$ cat config.mk
export PLATFORM = sky130hd
export DESIGN_NAME = alu_operand_loader_flat
export DESIGN_NICKNAME = d
export VERILOG_FILES = /design/src/rtl/alu_operand_loader_pkg.sv /design/src/rtl/alu_operand_loader_if.sv /design/src/rtl/alu_operand_loader_gap_timer.sv /design/src/rtl/alu_operand_loader.sv /design/src/flat_wrapper.sv
export SDC_FILE = /design/constraint.sdc
export NUM_CORES = 1
export LEC_CHECK = 0
export ABC_AREA = 1
export CELL_PAD_IN_SITES_DETAIL_PLACEMENT = 0
export CELL_PAD_IN_SITES_GLOBAL_PLACEMENT = 2
export CORE_MARGIN = 8
export CORE_UTILIZATION = 33
export CTS_BUF_LIST = sky130_fd_sc_hd__clkbuf_8 sky130_fd_sc_hd__clkbuf_16
export DETAILED_ROUTE_END_ITERATION = 6
export MAX_ROUTING_LAYER = met4
export PLACE_DENSITY = 0.88
export RECOVER_POWER = 100
export SLEW_MARGIN = 20
export SYNTH_ARGS = -nofsm -noshare
export SYNTH_HDL_FRONTEND = slang
export SYNTH_HIERARCHICAL = 1
export SYNTH_SLANG_ARGS = --single-unit
$ cat constraint.sdc
create_clock -name wb_clk_i -period 3.73 [get_ports wb_clk_i]
set_input_delay 0.373 -clock wb_clk_i [delete_from_list [all_inputs] [get_ports wb_clk_i]]
set_output_delay 0.373 -clock wb_clk_i [all_outputs]
set_load 0.01 [all_outputs]
$ cat src/rtl/alu_operand_loader_pkg.sv
// Shared types and constants for the ALU operand loader: frame layout,
// byte-index positions, control-byte tag and loader state encoding.
package alu_operand_loader_pkg;

  typedef logic [7:0] byte_t;
  typedef logic [1:0] sel_t;
  typedef logic [2:0] idx_t;

  localparam int unsigned FRAME_LEN = 32'd5;

  localparam idx_t IDX_A0   = 3'd0;
  localparam idx_t IDX_B0   = 3'd1;
  localparam idx_t IDX_A1   = 3'd2;
  localparam idx_t IDX_B1   = 3'd3;
  localparam idx_t IDX_CTRL = idx_t'(FRAME_LEN - 32'd1);

  localparam logic [3:0] FRAME_TAG = 4'hA;

  typedef enum logic [0:0] {
    IDLE = 1'b0,
    LOAD = 1'b1
  } state_t;

  function automatic logic tag_ok(input byte_t ctrl);
    return (ctrl[7:4] == FRAME_TAG);
  endfunction

endpackage

$ cat src/rtl/alu_operand_loader_if.sv
// Byte-stream input, operand-set output and status signals of the loader.
// The loader itself uses the slave view; the producer/consumer side uses master.
interface alu_operand_loader_if;
  import alu_operand_loader_pkg::*;

  logic  in_valid;
  byte_t in_data;
  logic  in_ready;
  byte_t A0;
  byte_t B0;
  byte_t A1;
  byte_t B1;
  sel_t  ALU_Sel1;
  sel_t  ALU_Sel2;
  logic  op_valid;
  logic  op_ack;
  logic  frame_err;
  byte_t frames_done;

  modport master (
    output in_valid, in_data, op_ack,
    input  in_ready, A0, B0, A1, B1, ALU_Sel1, ALU_Sel2, op_valid, frame_err, frames_done
  );

  modport slave (
    input  in_valid, in_data, op_ack,
    output in_ready, A0, B0, A1, B1, ALU_Sel1, ALU_Sel2, op_valid, frame_err, frames_done
  );

endinterface

$ cat src/rtl/alu_operand_loader_gap_timer.sv
// Inter-byte idle gap counter. expired is raised on the idle cycle whose
// increment would bring the count to TIMEOUT, so the abort lands at that edge.
module gap_timer #(
  parameter int unsigned TIMEOUT = 32'd16
) (
  input  logic clk,
  input  logic rst,
  input  logic clear,
  input  logic enable,
  output logic expired
);

  localparam logic [7:0] LAST_COUNT = 8'(TIMEOUT - 32'd1);

  logic [7:0] count_r;

  assign expired = enable && (count_r == LAST_COUNT);

  // Count idle cycles; clear and expiry restart, stalls (no enable) hold.
  always_ff @(posedge clk) begin
    if (rst) begin
      count_r <= 8'd0;
    end else if (clear || expired) begin
      count_r <= 8'd0;
    end else if (enable) begin
      count_r <= count_r + 8'd1;
    end else begin
      count_r <= count_r;
    end
  end

endmodule

$ cat src/rtl/alu_operand_loader.sv
// Collects 5-byte frames (A0, B0, A1, B1, CTRL) into staging registers and
// publishes a complete, tag-checked operand set to the dual ALU stage.
module alu_operand_loader #(
  parameter int unsigned TIMEOUT = 32'd16
) (
  input logic                 wb_clk_i,
  input logic                 wb_rst_i,
  alu_operand_loader_if.slave bus
);
  import alu_operand_loader_pkg::*;

  state_t state_r;
  state_t state_next_s;
  idx_t   idx_r;
  idx_t   idx_next_s;

  byte_t stage_a0_r;
  byte_t stage_b0_r;
  byte_t stage_a1_r;
  byte_t stage_b1_r;

  byte_t a0_r;
  byte_t b0_r;
  byte_t a1_r;
  byte_t b1_r;
  sel_t  sel1_r;
  sel_t  sel2_r;
  logic  op_valid_r;
  logic  frame_err_r;
  byte_t frames_done_r;

  logic ready_s;
  logic accept_s;
  logic good_ctrl_s;
  logic bad_ctrl_s;
  logic timeout_s;
  logic gap_clear_s;
  logic gap_enable_s;
  logic gap_expired_s;

  // CTRL may only enter when the output slot is free or being freed this cycle.
  assign ready_s      = !((idx_r == IDX_CTRL) && op_valid_r && !bus.op_ack);
  assign accept_s     = bus.in_valid && ready_s;
  assign gap_enable_s = (state_r == LOAD) && !bus.in_valid;
  assign gap_clear_s  = (state_r != LOAD) || accept_s;

  gap_timer #(
    .TIMEOUT(TIMEOUT)
  ) u_gap_timer (
    .clk    (wb_clk_i),
    .rst    (wb_rst_i),
    .clear  (gap_clear_s),
    .enable (gap_enable_s),
    .expired(gap_expired_s)
  );

  // Frame state and byte-index register.
  always_ff @(posedge wb_clk_i) begin
    if (wb_rst_i) begin
      state_r <= IDLE;
      idx_r   <= IDX_A0;
    end else begin
      state_r <= state_next_s;
      idx_r   <= idx_next_s;
    end
  end

  // Next-state decode plus frame completion, bad-tag and timeout events.
  always_comb begin
    state_next_s = state_r;
    idx_next_s   = idx_r;
    good_ctrl_s  = 1'b0;
    bad_ctrl_s   = 1'b0;
    timeout_s    = 1'b0;
    case (state_r)
      IDLE: begin
        if (accept_s) begin
          state_next_s = LOAD;
          idx_next_s   = IDX_B0;
        end else begin
          state_next_s = IDLE;
          idx_next_s   = IDX_A0;
        end
      end
      LOAD: begin
        if (accept_s) begin
          if (idx_r == IDX_CTRL) begin
            state_next_s = IDLE;
            idx_next_s   = IDX_A0;
            if (tag_ok(bus.in_data)) begin
              good_ctrl_s = 1'b1;
            end else begin
              bad_ctrl_s  = 1'b1;
            end
          end else begin
            idx_next_s = idx_r + 3'd1;
          end
        end else if (gap_expired_s) begin
          state_next_s = IDLE;
          idx_next_s   = IDX_A0;
          timeout_s    = 1'b1;
        end else begin
          state_next_s = LOAD;
        end
      end
      default: begin
        state_next_s = IDLE;
        idx_next_s   = IDX_A0;
      end
    endcase
  end

  // Capture operand bytes as they are accepted.
  always_ff @(posedge wb_clk_i) begin
    if (wb_rst_i) begin
      stage_a0_r <= 8'h00;
      stage_b0_r <= 8'h00;
      stage_a1_r <= 8'h00;
      stage_b1_r <= 8'h00;
    end else if (accept_s) begin
      case (idx_r)
        IDX_A0:  stage_a0_r <= bus.in_data;
        IDX_B0:  stage_b0_r <= bus.in_data;
        IDX_A1:  stage_a1_r <= bus.in_data;
        IDX_B1:  stage_b1_r <= bus.in_data;
        default: stage_a0_r <= stage_a0_r;
      endcase
    end else begin
      stage_a0_r <= stage_a0_r;
    end
  end

  // Publish a completed frame; a fresh load outranks a same-cycle op_ack.
  always_ff @(posedge wb_clk_i) begin
    if (wb_rst_i) begin
      a0_r          <= 8'h00;
      b0_r          <= 8'h00;
      a1_r          <= 8'h00;
      b1_r          <= 8'h00;
      sel1_r        <= 2'd0;
      sel2_r        <= 2'd0;
      op_valid_r    <= 1'b0;
      frame_err_r   <= 1'b0;
      frames_done_r <= 8'h00;
    end else begin
      frame_err_r <= bad_ctrl_s || timeout_s;
      if (good_ctrl_s) begin
        a0_r          <= stage_a0_r;
        b0_r          <= stage_b0_r;
        a1_r          <= stage_a1_r;
        b1_r          <= stage_b1_r;
        sel1_r        <= bus.in_data[1:0];
        sel2_r        <= bus.in_data[3:2];
        op_valid_r    <= 1'b1;
        frames_done_r <= frames_done_r + 8'h01;
      end else if (bus.op_ack) begin
        op_valid_r <= 1'b0;
      end else begin
        op_valid_r <= op_valid_r;
      end
    end
  end

  assign bus.in_ready    = ready_s;
  assign bus.A0          = a0_r;
  assign bus.B0          = b0_r;
  assign bus.A1          = a1_r;
  assign bus.B1          = b1_r;
  assign bus.ALU_Sel1    = sel1_r;
  assign bus.ALU_Sel2    = sel2_r;
  assign bus.op_valid    = op_valid_r;
  assign bus.frame_err   = frame_err_r;
  assign bus.frames_done = frames_done_r;

endmodule

$ cat src/flat_wrapper.sv
// flat-port wrapper written by rule: the top's interface ports become plain ports
module alu_operand_loader_flat import alu_operand_loader_pkg::*;
#(
  parameter int unsigned TIMEOUT = 32'd16
)
  (wb_clk_i, wb_rst_i, bus_in_valid, bus_in_data, bus_op_ack, bus_in_ready, bus_A0, bus_B0, bus_A1, bus_B1, bus_ALU_Sel1, bus_ALU_Sel2, bus_op_valid, bus_frame_err, bus_frames_done);
  alu_operand_loader_if bus_i ();
  input logic wb_clk_i;
  input logic wb_rst_i;
  input wire logic [$bits(bus_i.in_valid)-1:0] bus_in_valid;
  input wire logic [$bits(bus_i.in_data)-1:0] bus_in_data;
  input wire logic [$bits(bus_i.op_ack)-1:0] bus_op_ack;
  output wire logic [$bits(bus_i.in_ready)-1:0] bus_in_ready;
  output wire logic [$bits(bus_i.A0)-1:0] bus_A0;
  output wire logic [$bits(bus_i.B0)-1:0] bus_B0;
  output wire logic [$bits(bus_i.A1)-1:0] bus_A1;
  output wire logic [$bits(bus_i.B1)-1:0] bus_B1;
  output wire logic [$bits(bus_i.ALU_Sel1)-1:0] bus_ALU_Sel1;
  output wire logic [$bits(bus_i.ALU_Sel2)-1:0] bus_ALU_Sel2;
  output wire logic [$bits(bus_i.op_valid)-1:0] bus_op_valid;
  output wire logic [$bits(bus_i.frame_err)-1:0] bus_frame_err;
  output wire logic [$bits(bus_i.frames_done)-1:0] bus_frames_done;
  assign bus_i.in_valid = bus_in_valid;
  assign bus_i.in_data = bus_in_data;
  assign bus_i.op_ack = bus_op_ack;
  assign bus_in_ready = bus_i.in_ready;
  assign bus_A0 = bus_i.A0;
  assign bus_B0 = bus_i.B0;
  assign bus_A1 = bus_i.A1;
  assign bus_B1 = bus_i.B1;
  assign bus_ALU_Sel1 = bus_i.ALU_Sel1;
  assign bus_ALU_Sel2 = bus_i.ALU_Sel2;
  assign bus_op_valid = bus_i.op_valid;
  assign bus_frame_err = bus_i.frame_err;
  assign bus_frames_done = bus_i.frames_done;
  alu_operand_loader #(.TIMEOUT(TIMEOUT)) u_core (.wb_clk_i(wb_clk_i), .wb_rst_i(wb_rst_i), .bus(bus_i));
endmodule
Word-level counts from Yosys, hierarchy flattened
Cells that the tools add are included.

Memories kept: 0. Bits of input ports: 12. Output and inout port bits: 47. Latch bits: 0. Bits in registers: 90. Memory bits (read-only): 0. RAM bits: 0.

Reduce and logical (&&, ||, !) cells: 18. Multipliers: 0. Equality and inequality tests: 7. $lt $le $gt $ge: 0. Bitwise operators: 1. Add/sub/neg operators: 3. Muxes and demuxes: 23. Divide/modulo/power cells: 0. Shift operators: 0.

Operator list (count): $mux W1 (18); $add A8 B1 Y8 const B (2); $mux W3 (3); $eq A8 B4 Y1 const B (1); $reduce_and A2 Y1 (4); $eq A3 B2 Y1 const B (2); $pmux W3 S2 (1); $logic_and A1 B1 Y1 (5); $eq A4 B4 Y1 const B (1); $add A3 B1 Y3 const B (1); $eq A3 B1 Y1 const B (1); $eq A3 B3 Y1 const B (1); $logic_not A1 Y1 (3); $logic_not A3 Y1 (1); $logic_or A1 B1 Y1 (3); $ne A3 B3 Y1 const B (1); $pmux W1 S2 (1); $reduce_bool A2 Y1 (1); $reduce_or A2 Y1 (1); $not A1 Y1 (1).

Depth between registers and ports, before layout
Gate-level depths: netlist of the first run.

Depth in word-level cells: 8. Mapped depth: 10. Depth with buffers taken out: 10.

Cells and area by module
Netlist of the first run, hierarchy kept.

By module, submodules not included: alu_operand_loader (times used 1, area an instance 3326.9 um2, cells each 424, sequential area each 1641.6 um2); gap_timer (times used 1, area an instance 424.2 um2, cells each 62, sequential area each 160.2 um2).

Worst setup path after synthesis of the first run
No wires, ideal clock.

Kind: register to register. Start point: reg u_core.idx_r[0]. End point: reg u_core.frames_done_r[6], in the netlist u_core/bus.frames_done[6]. Stages on the path, launching flop included: 11. Buffers on the path: 1. Required time: 3662 ps. Arrival: 1476 ps. Slack: 2187 ps. Path through: dfxtp_1 inv_1 ha_1 nand2_4 inv_2 nand2_4 nand2_4 nor2_4 buf_6 nand2_2 a21oi_2.

Word-level cells in the longest chain between the ends: 7. Elaborated cells on any way between the ends: 8. Those cells by class: eq/ne (1); mux (3); reduce/logical (4).

RTL lines: start, declared (RTL line alu_operand_loader.sv:14) `idx_t idx_r;`; start signal, assigned (RTL line alu_operand_loader.sv:64) `idx_r <= idx_next_s;`; $eq A3 B3 Y1 (RTL line alu_operand_loader.sv:42) `assign ready_s = !((idx_r == IDX_CTRL) && op_valid_r && !bus.op_ack);`; $logic_and A1 B1 Y1 (2 in a row) (RTL line alu_operand_loader.sv:42); $logic_not A1 Y1 (RTL line alu_operand_loader.sv:42); named net bus_in_ready (RTL line flat_wrapper.sv:13) `output wire logic [$bits(bus_i.in_ready)-1:0] bus_in_ready;`; $logic_and A1 B1 Y1 (RTL line alu_operand_loader.sv:43) `assign accept_s = bus.in_valid && ready_s;`; $mux W1 (RTL line alu_operand_loader.sv:86) `if (accept_s) begin`; $mux W1 (RTL line alu_operand_loader.sv:75) `case (state_r)`; end signal, assigned (RTL line alu_operand_loader.sv:155) `frames_done_r <= frames_done_r + 8'h01;`; end, declared (RTL line alu_operand_loader.sv:30) `byte_t frames_done_r;`.

The timed path passes the listed nets, and every way through them passes these cells. A chain may end at the register's enable or synchronous reset.

Worst setup path in the final report of the first run
Start point: reg u_core.idx_r[0]. End point: reg u_core.a0_r[6], in the netlist u_core/bus.A0[6].

Word-level cells in the longest chain between the ends: 7. Elaborated cells on any way between the ends: 8. Those cells by class: eq/ne (1); mux (3); reduce/logical (4).

RTL lines: $eq A3 B3 Y1 (*) (RTL line alu_operand_loader.sv:42, alu_operand_loader.sv:87); $logic_and A1 B1 Y1 (2 in a row) (RTL line alu_operand_loader.sv:42); $logic_not A1 Y1 (RTL line alu_operand_loader.sv:42); $logic_and A1 B1 Y1 (RTL line alu_operand_loader.sv:43); $mux W1 (*) (RTL line alu_operand_loader.sv:86); $mux W1 (*) (RTL line alu_operand_loader.sv:75); end signal, assigned (RTL line alu_operand_loader.sv:148) `a0_r <= stage_a0_r;`; end, declared (RTL line alu_operand_loader.sv:22) `byte_t a0_r;`.

Every way passes the cells marked *; elsewhere a longest branch is shown, timed or not.

==> Implementation_results.wiki, run 1 <==
{| class="wikitable"
! Metric !! Value
|-
| Status || complete, no violations
|-
| Die H || ~120 um
|-
| Setup crit start kind || flip-flop
|-
| Total gr overflow || 0
|-
| Cell family contributing the most delay on the critical path || simple AND/OR/NAND/NOR gates
|-
| Clock tree from TritonCTS || done
|-
| CP Data Arrival Time || roughly 3 ns
|-
| Most frequent cell on the critical path || nor2_1
|-
| I/O Pins || between 50 and 60
|-
| Max cap viols || 0
|-
| WL per Instance || 12.4 um
|-
| Crit Path Class || reg -> reg
|-
| Clock buffers created by TritonCTS || 9
|-
| Site row count || 39
|-
| ANT cells || 0
|-
| Post-synthesis cell type count || 24
|-
| Post-route design area || 4630 um2
|-
| Yosys warns || 6
|-
| Mean post-synth cell area || ~7.7 um2
|-
| Buffers from clock root to sink, at most || 2
|-
| Largest cells by area after synthesis || dfxtp_1 (48%), nor2_1 (9.4%), a21oi_1 (6.0%)
|-
| Final Hold Viols || 0
|-
| Reg-to-Reg End || u_core/bus.A0[6]$_SDFFE_PP0P_
|-
| Largest net degree at the start of global routing || 48
|-
| Max FO, Critical Path || 45
|-
| Count of placed standard cells in the final layout, fillers left out || 682
|-
| Length of the first detailed-routing pass in iterations || 4
|-
| R2R Path Start || u_core/idx_r[0]$_SDFFE_PP0P_
|-
| Post-synth net total || around 510
|-
| Shortest period the worst path allows || 2.75 ns
|-
| Total of endpoints with negative setup slack in the final report || 0
|-
| Total Neg Setup Slack || 0 ns
|-
| Number of remaining DRC errors || 0
|-
| Routability congestion estimate || 0.757
|-
| Drt total wl || 8480 um
|-
| Iteration-0 DRC count of the detailed router || ~180
|-
| Antenna violations before repair || 0
|-
| Initial core utilization || between 30% and 40%
|-
| Hold Path Cell Cnt || 2
|-
| CTS-repair resized insts || 0
|-
| GRT Total Usage || between 10% and 20%
|-
| CORE AREA || between 10000 and 15000 um2
|-
| Post-layout worst setup margin || 0.983 ns
|-
| Dominant cell type by area after synthesis || dfxtp_1
|-
| Die ar. || around 15000 um2
|-
| Setup slack of the most critical reg-to-reg path || roughly 0.98 ns
|-
| Share of cells above drive strength 1 || 6.68%
|-
| Hold Slack || about 0.44 ns
|-
| Leakage || about 1.8 nW
|-
| Vias in the first global route || slightly below 3000
|-
| Count of final max-slew check failures || 0
|-
| Power density normalized to cell area || slightly above 400 nW/um2
|-
| Total via count in the routed design || between 3000 and 4000
|-
| Flops & latches, synth || 90
|-
| Slew headroom || between 30% and 40%
|-
| Terminating pin of the worst hold path || u_core/stage_a1_r[7]$_SDFFE_PP0P_
|-
| Portion of the post-synthesis area used by sequential elements || between 40 and 50%
|-
| Post-layout net count || approximately 550
|-
| Maximum level of the CTS H-tree || 3
|-
| Library cell used as clock root buffer || clkbuf_16
|-
| Worst-path clk slew || ~0.06 ns
|-
| Tot Pwr || around 1.9 mW
|-
| Measured slew at the worst slew-check pin || between 1 and 1.5 ns
|-
| Largest incremental delay on the critical path || 0.76 ns
|-
| Peak supply drop || 0.000297 V
|-
| Launch instance of the worst min-delay path || u_core/stage_a1_r[7]$_SDFFE_PP0P_
|-
| Share of the clock period used by the worst path || 73.6%
|-
| Estimated wirelength of the detail-placed design || roughly 5800 um
|-
| Post-CTS Hold Fix Bufs || 0
|-
| Synth top area share || 48.0%
|-
| Worst setup slack after placement || around 1.3 ns
|-
| Layout Utilization || slightly above 40%
|-
| RSZ-0062 raised after global routing || false
|-
| Required time at the worst-slack endpoint || about 4.0 ns
|-
| Highest Clock Rate || 364 MHz
|-
| Number of cells produced by synthesis || roughly 490
|-
| CTS sink cnt || 90
|-
| Critical path, cell by cell || inv_1 -> ha_1 -> nand2_4 -> nor2_1 -> nor2_1 -> nand2_4 -> o21ai_0 -> nor2_1
|-
| Later-pin clock latency in the skew report || 0.34 ns
|-
| Count of nets left with antenna violations after detail routing || 0
|-
| Die span in x || about 120 um
|-
| Mapped cell area || around 3800 um2
|-
| Fill count || approximately 1200
|-
| Post-CTS Setup Repair Bufs || 0
|-
| Placed inst area || around 4400 um2
|-
| Logic depth of the worst register-to-register path || 8
|-
| Nature of the critical path endpoint || flip-flop
|-
| WP buf/inv || 1
|-
| Avg Vias per Cell || about 4.6
|-
| Global-route wire length before repair || between 10000 and 15000 um
|-
| Post-route clock skew || 0.00462 ns
|-
| Count of buffers inserted at the top-level ports || 58
|-
| Placed instance count || around 670
|-
| Area delta synth->final || 23.5%
|-
| Hold crit path type || reg -> reg
|-
| Cell with the biggest individual delay on the critical path || nor2_1
|}
## sequential cells by signal (all words and copies together), names as in the netlist, 3 cells and up
| signal | count |
|---|---|
| u_core/bus.A1 | 8 |
| u_core/stage_a1_r | 8 |
| u_core/u_gap_timer/count_r | 8 |
| u_core/bus.B0 | 8 |
| u_core/stage_b0_r | 8 |
| u_core/idx_r | 3 |
| u_core/bus.A0 | 8 |
| u_core/stage_b1_r | 8 |
| u_core/bus.frames_done | 8 |
| u_core/bus.B1 | 8 |
| u_core/stage_a0_r | 8 |
## area by class of cell
cell class                      count  area, um2  area share (%)
Timing Repair Buffer               60        608            13.1
Clock buffer                       10        239            5.16
Multi-Input combinational cell    323       1580            34.0
Clock inverter                      6       41.3           0.891
Tap cell                          143        179            3.86
Inverter                           50        188            4.05
Sequential cell                    90       1800            38.9
## Yosys cell counts
cell type and count:
a21oi_2 2, nand3_2 2, clkbuf_1 10, nor2_2 2, dfxtp_1 90, nand2_1 55
ha_1 7, o21ai_0 32, xor2_1 3, buf_2 3, nand2_2 4, a21oi_1 45
o21ai_1 32, buf_4 1, nand3_1 26, inv_2 3, nor2_4 6, buf_6 9
nor2_1 94, xnor2_1 2, o21ai_2 1, nand4_1 6, nand2_4 4, inv_1 47
## placed cells by master, fill, tap and decap left out, drive strengths merged
cell type / synthesis / final
o21ai: 65 / 65
ha: 7 / 7
xnor2: 2 / 2
clkinv: 0 / 1
nand4: 6 / 6
clkbuf: 10 / 10
nor2: 102 / 102
clkdlybuf4s50: 0 / 10
dlygate4sd3: 0 / 48
nand2: 63 / 63
inv: 50 / 53
xor2: 3 / 3
a21oi: 47 / 47
dfxtp: 90 / 90
nand3: 28 / 28
clkinvlp: 0 / 2
buf: 13 / 2
## metal layers
layer,wire length (um),global-route usage [%]
met4,92,4.34
met1,4170,14.9
met5,0,-
met2,3730,18.9
met3,489,3.82
## report_power, final
group	internal [mW]	switching, mW	total, mW
clock network	0.471	0.382	0.853
logic	0.0308	0.0543	0.0851
registers	0.975	0.00884	0.984
total	1.48	0.445	1.92
## tightest hold or removal path: stages, from the launching register on
cell	delay [ns]
dfxtp_1	0.31
inv_1	0.04
a21oi_1	0.04
## logic make-up after synthesis
group | Yosys count | share of synthesized area (%)
xor gates and xnor gates | 5 | 1.17
AOI/OAI and AO/OA | 112 | 15.2
and+or+nand+nor | 199 | 23.9
DFF | 90 | 48.0
buffers and inverters | 73 | 9.31
adders and majority gates | 7 | 2.33
## worst max-delay path by stage
stage | startpoint | endpoint | slack [ns] | depth (start not counted)
3_5_place_dp | bus_in_data[5] | u_core/bus.frames_done[7]$_SDFFE_PP0P_ | 1.28 | 7
4_1_cts | u_core/idx_r[0]$_SDFFE_PP0P_ | u_core/bus.frames_done[7]$_SDFFE_PP0P_ | 1.40 | 9
3_3_place_gp | bus_in_data[5] | u_core/bus.frames_done[7]$_SDFFE_PP0P_ | 1.28 | 7
2_1_floorplan | u_core/idx_r[0]$_SDFFE_PP0P_ | u_core/bus.frames_done[6]$_SDFFE_PP0P_ | 2.19 | 10
5_1_grt | u_core/idx_r[0]$_SDFFE_PP0P_ | u_core/bus.B0[7]$_SDFFE_PP0P_ | 0.67 | 8
6_report | u_core/idx_r[0]$_SDFFE_PP0P_ | u_core/bus.A0[6]$_SDFFE_PP0P_ | 0.98 | 8
Power figures use the tool's default switching activity.
==> inputs of run 2 (changes only) <==
--- a/config.mk
+++ b/config.mk
@@ -9,11 +9,11 @@
 export CELL_PAD_IN_SITES_DETAIL_PLACEMENT = 0
 export CELL_PAD_IN_SITES_GLOBAL_PLACEMENT = 2
 export CORE_MARGIN = 8
-export CORE_UTILIZATION = 33
+export CORE_UTILIZATION = 31
 export CTS_BUF_LIST = sky130_fd_sc_hd__clkbuf_8 sky130_fd_sc_hd__clkbuf_16
 export DETAILED_ROUTE_END_ITERATION = 6
 export MAX_ROUTING_LAYER = met4
-export PLACE_DENSITY = 0.88
+export PLACE_DENSITY = 0.84
 export RECOVER_POWER = 100
 export SLEW_MARGIN = 20
 export SYNTH_ARGS = -nofsm -noshare
==> constraint.sdc (replaced) <==
create_clock -name wb_clk_i -period 2.8 [get_ports wb_clk_i]
set_input_delay 0.28 -clock wb_clk_i [delete_from_list [all_inputs] [get_ports wb_clk_i]]
set_output_delay 0.28 -clock wb_clk_i [all_outputs]
set_load 0.01 [all_outputs]
==> Implementation_results.wiki, run 2 (synthesis results as in run 1) <==
{| class="wikitable"
! Metric !! Value
|-
| Iteration-0 DRC count of the detailed router || 182 (+1.7%)
|-
| Estimated wirelength of the detail-placed design || 6180 um (+6.9%)
|-
| Commonest cells after routing, fill and taps aside || nor2_1 (96), dfxtp_1 (90), o21ai_0 (65), nand2_1 (56), dlygate4sd3_1 (48)
|-
| Switching part of the total || 23.5% (+0.31 points)
|-
| Count of final max-slew check failures || 0 (unchanged)
|-
| Antenna violations before repair || 0 (unchanged)
|-
| Sw power || 0.629 mW (+41%)
|-
| Drt total wl || 8860 um (+4.5%)
|-
| Vias in the first global route || 2990 (+1.5%)
|-
| Count of nets left with antenna violations after detail routing || 0 (unchanged)
|-
| Routability congestion estimate || 0.769 (+1.6%)
|-
| Total Neg Setup Slack || 0 ns (unchanged)
|-
| Total of endpoints with negative setup slack in the final report || 0 (unchanged)
|-
| Share of the clock period used by the worst path || between 80 and 90%
|-
| Total gr overflow || 0 (unchanged)
|-
| Library cell used as clock root buffer || clkbuf_16
|-
| Leakage || 1.82 nW (+1.0%)
|-
| Crit Path Class || reg -> out
|-
| Worst-path clk slew || 0.07 ns (about the same)
|-
| Part of the power in the clock network || 46.7% (+2.3 points)
|-
| Length of the first detailed-routing pass in iterations || 4 (unchanged)
|-
| Fill count || 1269 (+3.3%)
|-
| Multi-input gate area || 1570 um2 (-0.32%)
|-
| Post-CTS Hold Fix Bufs || 0 (unchanged)
|-
| Slew headroom || 51.4% (+20 points)
|-
| Avg Vias per Cell || 4.57 (-0.40%)
|-
| Count of buffers inserted at the top-level ports || 58 (unchanged)
|-
| CP Data Arrival Time || 2.02 ns (-0.96 ns)
|-
| Die H || 126 um (+2.8%)
|-
| Post-layout net count || 557 (+0.72%)
|-
| Initial core utilization || 31.5% (-1.8 points)
|-
| CTS sink cnt || 90 (unchanged)
|-
| Area delta synth->final || 24.7%
|-
| Total via count in the routed design || 3153 (+0.77%)
|-
| Number of remaining DRC errors || 0 (unchanged)
|-
| Die span in x || 126 um (+2.8%)
|-
| Logic depth of the worst register-to-register path || 9 (+1)
|-
| Peak supply drop || 0.000335 V (+13%)
|-
| Max FO, Critical Path || 5 (-89%)
|-
| Post-route clock skew || 0.00640 ns (+0.00178 ns)
|-
| Share of cells above drive strength 1 || 7.37% (+0.69 points)
|-
| Highest Clock Rate || about 440 MHz
|-
| Global-route wire length before repair || 14800 um (+5.0%)
|-
| ANT cells || 0 (unchanged)
|-
| GRT Total Usage || 11.9% (-0.36 points)
|-
| Placed instance count || 674 (+1.2%)
|-
| Setup crit start kind || flip-flop
|-
| Final Hold Viols || 0 (unchanged)
|-
| Hold Path Cell Cnt || 2 (unchanged)
|-
| Hold crit path type || reg -> reg
|-
| Later-pin clock latency in the skew report || 0.34 ns (about the same)
|-
| Commonest non-fill, non-tap cell in the layout || nor2_1
|-
| Required time at the worst-slack endpoint || 2.52 ns (-1.44 ns)
|-
| I/O Pins || 59 (unchanged)
|-
| Post-CTS Setup Repair Bufs || 0 (unchanged)
|-
| Clock buffers created by TritonCTS || 9 (unchanged)
|-
| Status || complete, no violations
|-
| Power density normalized to cell area || 573 nW/um2 (+38%)
|-
| Cell-internal power || 2.05 mW (+39%)
|-
| Comb power frac || 4.3% (about the same)
|-
| Largest net degree at the start of global routing || 47 (-2.1%)
|-
| RSZ-0062 raised after global routing || false
|-
| Nature of the critical path endpoint || output pin
|-
| Buffers from clock root to sink, at most || 2 (unchanged)
|-
| Die ar. || 15900 um2 (+5.6%)
|-
| CTS-repair resized insts || 0 (unchanged)
|-
| Site row count || 40 (+2.6%)
|-
| Clock tree from TritonCTS || done
|-
| Fraction of power consumed by sequential logic || 48.9% (-2.3 points)
|-
| CORE AREA || 11900 um2 (+5.7%)
|-
| Count of placed standard cells in the final layout, fillers left out || 690 (+1.2%)
|-
| Tot Pwr || 2.68 mW (+39%)
|-
| WL per Instance || 12.8 um (+3.3%)
|-
| Measured slew at the worst slew-check pin || 0.727 ns (-0.303 ns)
|-
| Shortest period the worst path allows || 2.30 ns
|-
| Maximum level of the CTS H-tree || 3 (unchanged)
|-
| Seq. cell area || 1800 um2 (unchanged)
|-
| Max cap viols || 0 (unchanged)
|}
-- run 2: per-layer routing --
metal	up-vias	track usage, %	wire length [um]
met2	49	18.1	4030
met4	0	4.03	122
met1	1432	14.3	4260
met3	10	4.47	447
met5	-	-	0
li1	1662	-	-
-- run 2: power groups by stage --
stage | Combinational (mW) | Sequential (mW) | Clock [mW]
floorplan | 0.0778 | 1.34 | 0
global placement | 0.121 | 1.34 | 0
detailed placement | 0.121 | 1.34 | 0
CTS | 0.122 | 1.31 | 1.30
global route | 0.133 | 1.31 | 1.36
finish | 0.116 | 1.31 | 1.25
-- run 2: stage by stage --
step	cell area, um2	worst slack, ns	hold slack (ns)	utilization [%]
global route	4680	0.257	0.462	39.3
CTS	4710	0.536	0.444	39.5
finish	4680	0.503	0.441	39.3
detailed placement	4400	0.667	0.434	36.9
floorplan	3750	1.26	0.414	-
global placement	4400	0.719	0.433	36.9
-- run 2: layout make-up --
type / count / area share [%]
clock inverters: 7 / 1.85
repair buffers: 64 / 13.3
flip-flops and latches: 90 / 38.5
well taps: 147 / 3.93
inverters: 50 / 4.01
clock buffers: 9 / 4.82
multi-input cells: 323 / 33.6
-- run 2: final timing paths --
check,startpoint,endpoint,slack (ns)
max,u_core/idx_r[0]$_SDFFE_PP0P_,bus_in_ready,0.50
min,u_core/stage_a0_r[4]$_SDFFE_PP0P_,u_core/stage_a0_r[4]$_SDFFE_PP0P_,0.44
max reg2reg,u_core/idx_r[0]$_SDFFE_PP0P_,u_core/stage_b1_r[0]$_SDFFE_PP0P_,0.53
min reg2reg,u_core/stage_a0_r[4]$_SDFFE_PP0P_,u_core/stage_a0_r[4]$_SDFFE_PP0P_,0.44
-- run 2: worst max-delay path: stages, from the launching register on --
cell and delay [ns]:
dfxtp_1 0.42, inv_1 0.09, ha_1 0.27, nand2_4 0.14, inv_2 0.07, nand2_4 0.08
dlygate4sd3_1 0.61
==> inputs of run 3 (changes only) <==
--- a/config.mk
+++ b/config.mk
@@ -9,11 +9,11 @@
 export CELL_PAD_IN_SITES_DETAIL_PLACEMENT = 0
 export CELL_PAD_IN_SITES_GLOBAL_PLACEMENT = 2
 export CORE_MARGIN = 8
-export CORE_UTILIZATION = 31
+export CORE_UTILIZATION = 28
 export CTS_BUF_LIST = sky130_fd_sc_hd__clkbuf_8 sky130_fd_sc_hd__clkbuf_16
 export DETAILED_ROUTE_END_ITERATION = 6
 export MAX_ROUTING_LAYER = met4
-export PLACE_DENSITY = 0.84
+export PLACE_DENSITY = 0.8
 export RECOVER_POWER = 100
 export SLEW_MARGIN = 20
 export SYNTH_ARGS = -nofsm -noshare
==> constraint.sdc (replaced) <==
create_clock -name wb_clk_i -period 2.1 [get_ports wb_clk_i]
set_input_delay 0.21 -clock wb_clk_i [delete_from_list [all_inputs] [get_ports wb_clk_i]]
set_output_delay 0.21 -clock wb_clk_i [all_outputs]
set_load 0.01 [all_outputs]
==> Implementation_results.wiki, run 3 (synthesis results as in run 1) <==
{| class="wikitable"
! Metric !! Value
|-
| Slew headroom || 60.7% (+9.3 points)
|-
| WP buf/inv || 1 (-2)
|-
| GRT Total Usage || 10.9% (-1.1 points)
|-
| CORE AREA || 13200 um2 (+11%)
|-
| Shortest period the worst path allows || 1.86 ns
|-
| Drt total wl || 8930 um (+0.70%)
|-
| Post-layout net count || 562 (+0.90%)
|-
| Nature of the critical path endpoint || flip-flop
|-
| Die ar. || 17400 um2 (+9.3%)
|-
| Share of the clock period used by the worst path || between 80% and 90%
|-
| Cell family contributing the most delay on the critical path || simple AND/OR/NAND/NOR gates
|-
| Largest net degree at the start of global routing || 63 (+34%)
|-
| Comb power frac || 4.8% (+0.5 points)
|-
| Antenna violations before repair || 0 (unchanged)
|-
| Hold Slack || 0.440 ns (-0.00112 ns)
|-
| Site row count || 42 (+5.0%)
|-
| Avg Vias per Cell || 4.31 (-5.8%)
|-
| Routability congestion estimate || 0.731 (-4.9%)
|-
| Share of cells above drive strength 1 || 7.66% (+0.30 points)
|-
| Measured slew at the worst slew-check pin || 0.590 ns (-0.137 ns)
|-
| Total of endpoints with negative setup slack in the final report || 0 (unchanged)
|-
| Peak supply drop || 0.000390 V (+16%)
|-
| Largest incremental delay on the critical path || 0.38 ns (-0.23 ns)
|-
| Post-CTS Hold Fix Bufs || 0 (unchanged)
|-
| Tot Pwr || 3.42 mW (+28%)
|-
| Total Neg Setup Slack || 0 ns (unchanged)
|-
| Later-pin clock latency in the skew report || 0.34 ns (about the same)
|-
| Highest Clock Rate || between 500 and 600 MHz
|-
| Power density normalized to cell area || 721 nW/um2 (+26%)
|-
| Total gr overflow || 0 (unchanged)
|-
| Die H || 132 um (+4.6%)
|-
| CP Data Arrival Time || 2.09 ns (+0.07 ns)
|-
| Final Hold Viols || 0 (unchanged)
|-
| Status || complete, no violations
|-
| Worst-path clk slew || 0.07 ns (about the same)
|-
| Maximum level of the CTS H-tree || 3 (unchanged)
|-
| Cell-internal power || 2.63 mW (+28%)
|-
| Count of nets left with antenna violations after detail routing || 0 (unchanged)
|-
| Max FO, Critical Path || 45 (+40)
|-
| ANT cells || 0 (unchanged)
|-
| WL per Instance || 12.3 um (-4.0%)
|-
| Commonest cells after routing, fill and taps aside || nor2_1 (95), dfxtp_1 (89), nand2_1 (58), o21ai_0 (57), inv_1 (50)
|-
| Max cap viols || 0 (unchanged)
|-
| Cell with the biggest individual delay on the critical path || dfxtp_2
|-
| Most frequent cell on the critical path || nor2_1
|-
| I/O Pins || 59 (unchanged)
|-
| Commonest non-fill, non-tap cell in the layout || nor2_1
|-
| Critical path, cell by cell || inv_1 -> ha_1 -> nand2_4 -> nor2_1 -> nor2_4 -> nand2_8 -> o21ai_0 -> nor2_1
|-
| Buffers from clock root to sink, at most || 2 (unchanged)
|-
| Count of final max-slew check failures || 0 (unchanged)
|-
| Crit Path Class || reg -> reg
|-
| Total via count in the routed design || 3118 (-1.1%)
|-
| Clock buffers created by TritonCTS || 9 (unchanged)
|-
| Hold crit path type || reg -> reg
|-
| Setup crit start kind || flip-flop
|-
| Post-route clock skew || 0.00777 ns (+0.00136 ns)
|-
| Iteration-0 DRC count of the detailed router || 145 (-20%)
|-
| Count of buffers inserted at the top-level ports || 58 (unchanged)
|-
| Fraction of power consumed by sequential logic || 51.1% (+2.2 points)
|-
| Length of the first detailed-routing pass in iterations || 4 (unchanged)
|-
| Part of the power in the clock network || 44.1% (-2.6 points)
|-
| Area delta synth->final || 26.6%
|-
| Switching part of the total || 23.1% (-0.38 points)
|-
| Library cell used as clock root buffer || clkbuf_16
|-
| Required time at the worst-slack endpoint || 2.33 ns (-0.19 ns)
|-
| Die span in x || 132 um (+4.6%)
|-
| Estimated wirelength of the detail-placed design || 6200 um (+0.31%)
|-
| RSZ-0062 raised after global routing || false
|-
| Initial core utilization || 28.4% (-3.1 points)
|-
| Leakage || 1.82 nW (+0.12%)
|-
| CTS sink cnt || 90 (unchanged)
|-
| Vias in the first global route || 2993 (+0.10%)
|-
| Global-route wire length before repair || 15000 um (+1.1%)
|-
| Number of remaining DRC errors || 0 (unchanged)
|-
| Clock tree from TritonCTS || done
|-
| Sw power || 0.790 mW (+26%)
|}
==> run 3: worst paths after layout <==
check	endpoint	depth (start not counted)	startpoint	slack, ns
max	u_core/bus.A0[7]$_SDFFE_PP0P_	8	u_core/idx_r[0]$_SDFFE_PP0P_	0.24
min reg2reg	u_core/stage_a1_r[1]$_SDFFE_PP0P_	2	u_core/stage_a1_r[1]$_SDFFE_PP0P_	0.44
min	u_core/stage_a1_r[1]$_SDFFE_PP0P_	2	u_core/stage_a1_r[1]$_SDFFE_PP0P_	0.44
max reg2reg	u_core/bus.A0[7]$_SDFFE_PP0P_	8	u_core/idx_r[0]$_SDFFE_PP0P_	0.24
==> run 3: what timing repair did <==
item	CTS	global route
resized for setup	1	2
setup buffers	0	0
setup endpoints to repair	1	5
==> run 3: metrics by stage <==
stage | instances | worst slack [ns] | utilization, % | cell area (um2)
4_1_cts | 724 | 0.00698 | 36.1 | 4770
3_5_place_dp | 708 | 0.0272 | 34.0 | 4490
2_1_floorplan | 486 | 0.557 | - | 3750
5_1_grt | 724 | 0.0575 | 36.0 | 4750
6_report | 724 | 0.244 | 36.0 | 4750
3_3_place_gp | 708 | 0.0505 | 34.0 | 4490
==> run 3: worst reg2reg max path, delay by kind of cell (launching register included) <==
kind / cells / cell delay (ns)
AOI/OAI and AO/OA: 1 / 0.28
buffers and inverters: 1 / 0.07
and+or+nand+nor: 5 / 0.76
DFF: 1 / 0.38
adders and majority gates: 1 / 0.25
==> run 3: metal layers <==
metal,global-route usage [%],share of wire (%),wire [um]
met1,12.9,49,4370
met2,17.2,46,4080
met3,3.24,4.4,396
met4,3.83,0.94,84
met5,-,0,0
==> run 3: power groups by stage <==
stage / sequential (mW) / clock, mW / combinational, mW
6_report: 1.75 / 1.51 / 0.165
5_1_grt: 1.75 / 1.63 / 0.188
4_1_cts: 1.75 / 1.56 / 0.172
3_5_place_dp: 1.79 / 0 / 0.172
3_3_place_gp: 1.79 / 0 / 0.171
2_1_floorplan: 1.78 / 0 / 0.104
==> run 3: cell type report <==
cell class	instances	area [um2]
clock buffers	10	239
clock inverters	6	41.3
fillers	1393	8440
inverters	50	188
multi-input cells	323	1590
flip-flops and latches	90	1800
well taps	176	220
repair buffers	69	671
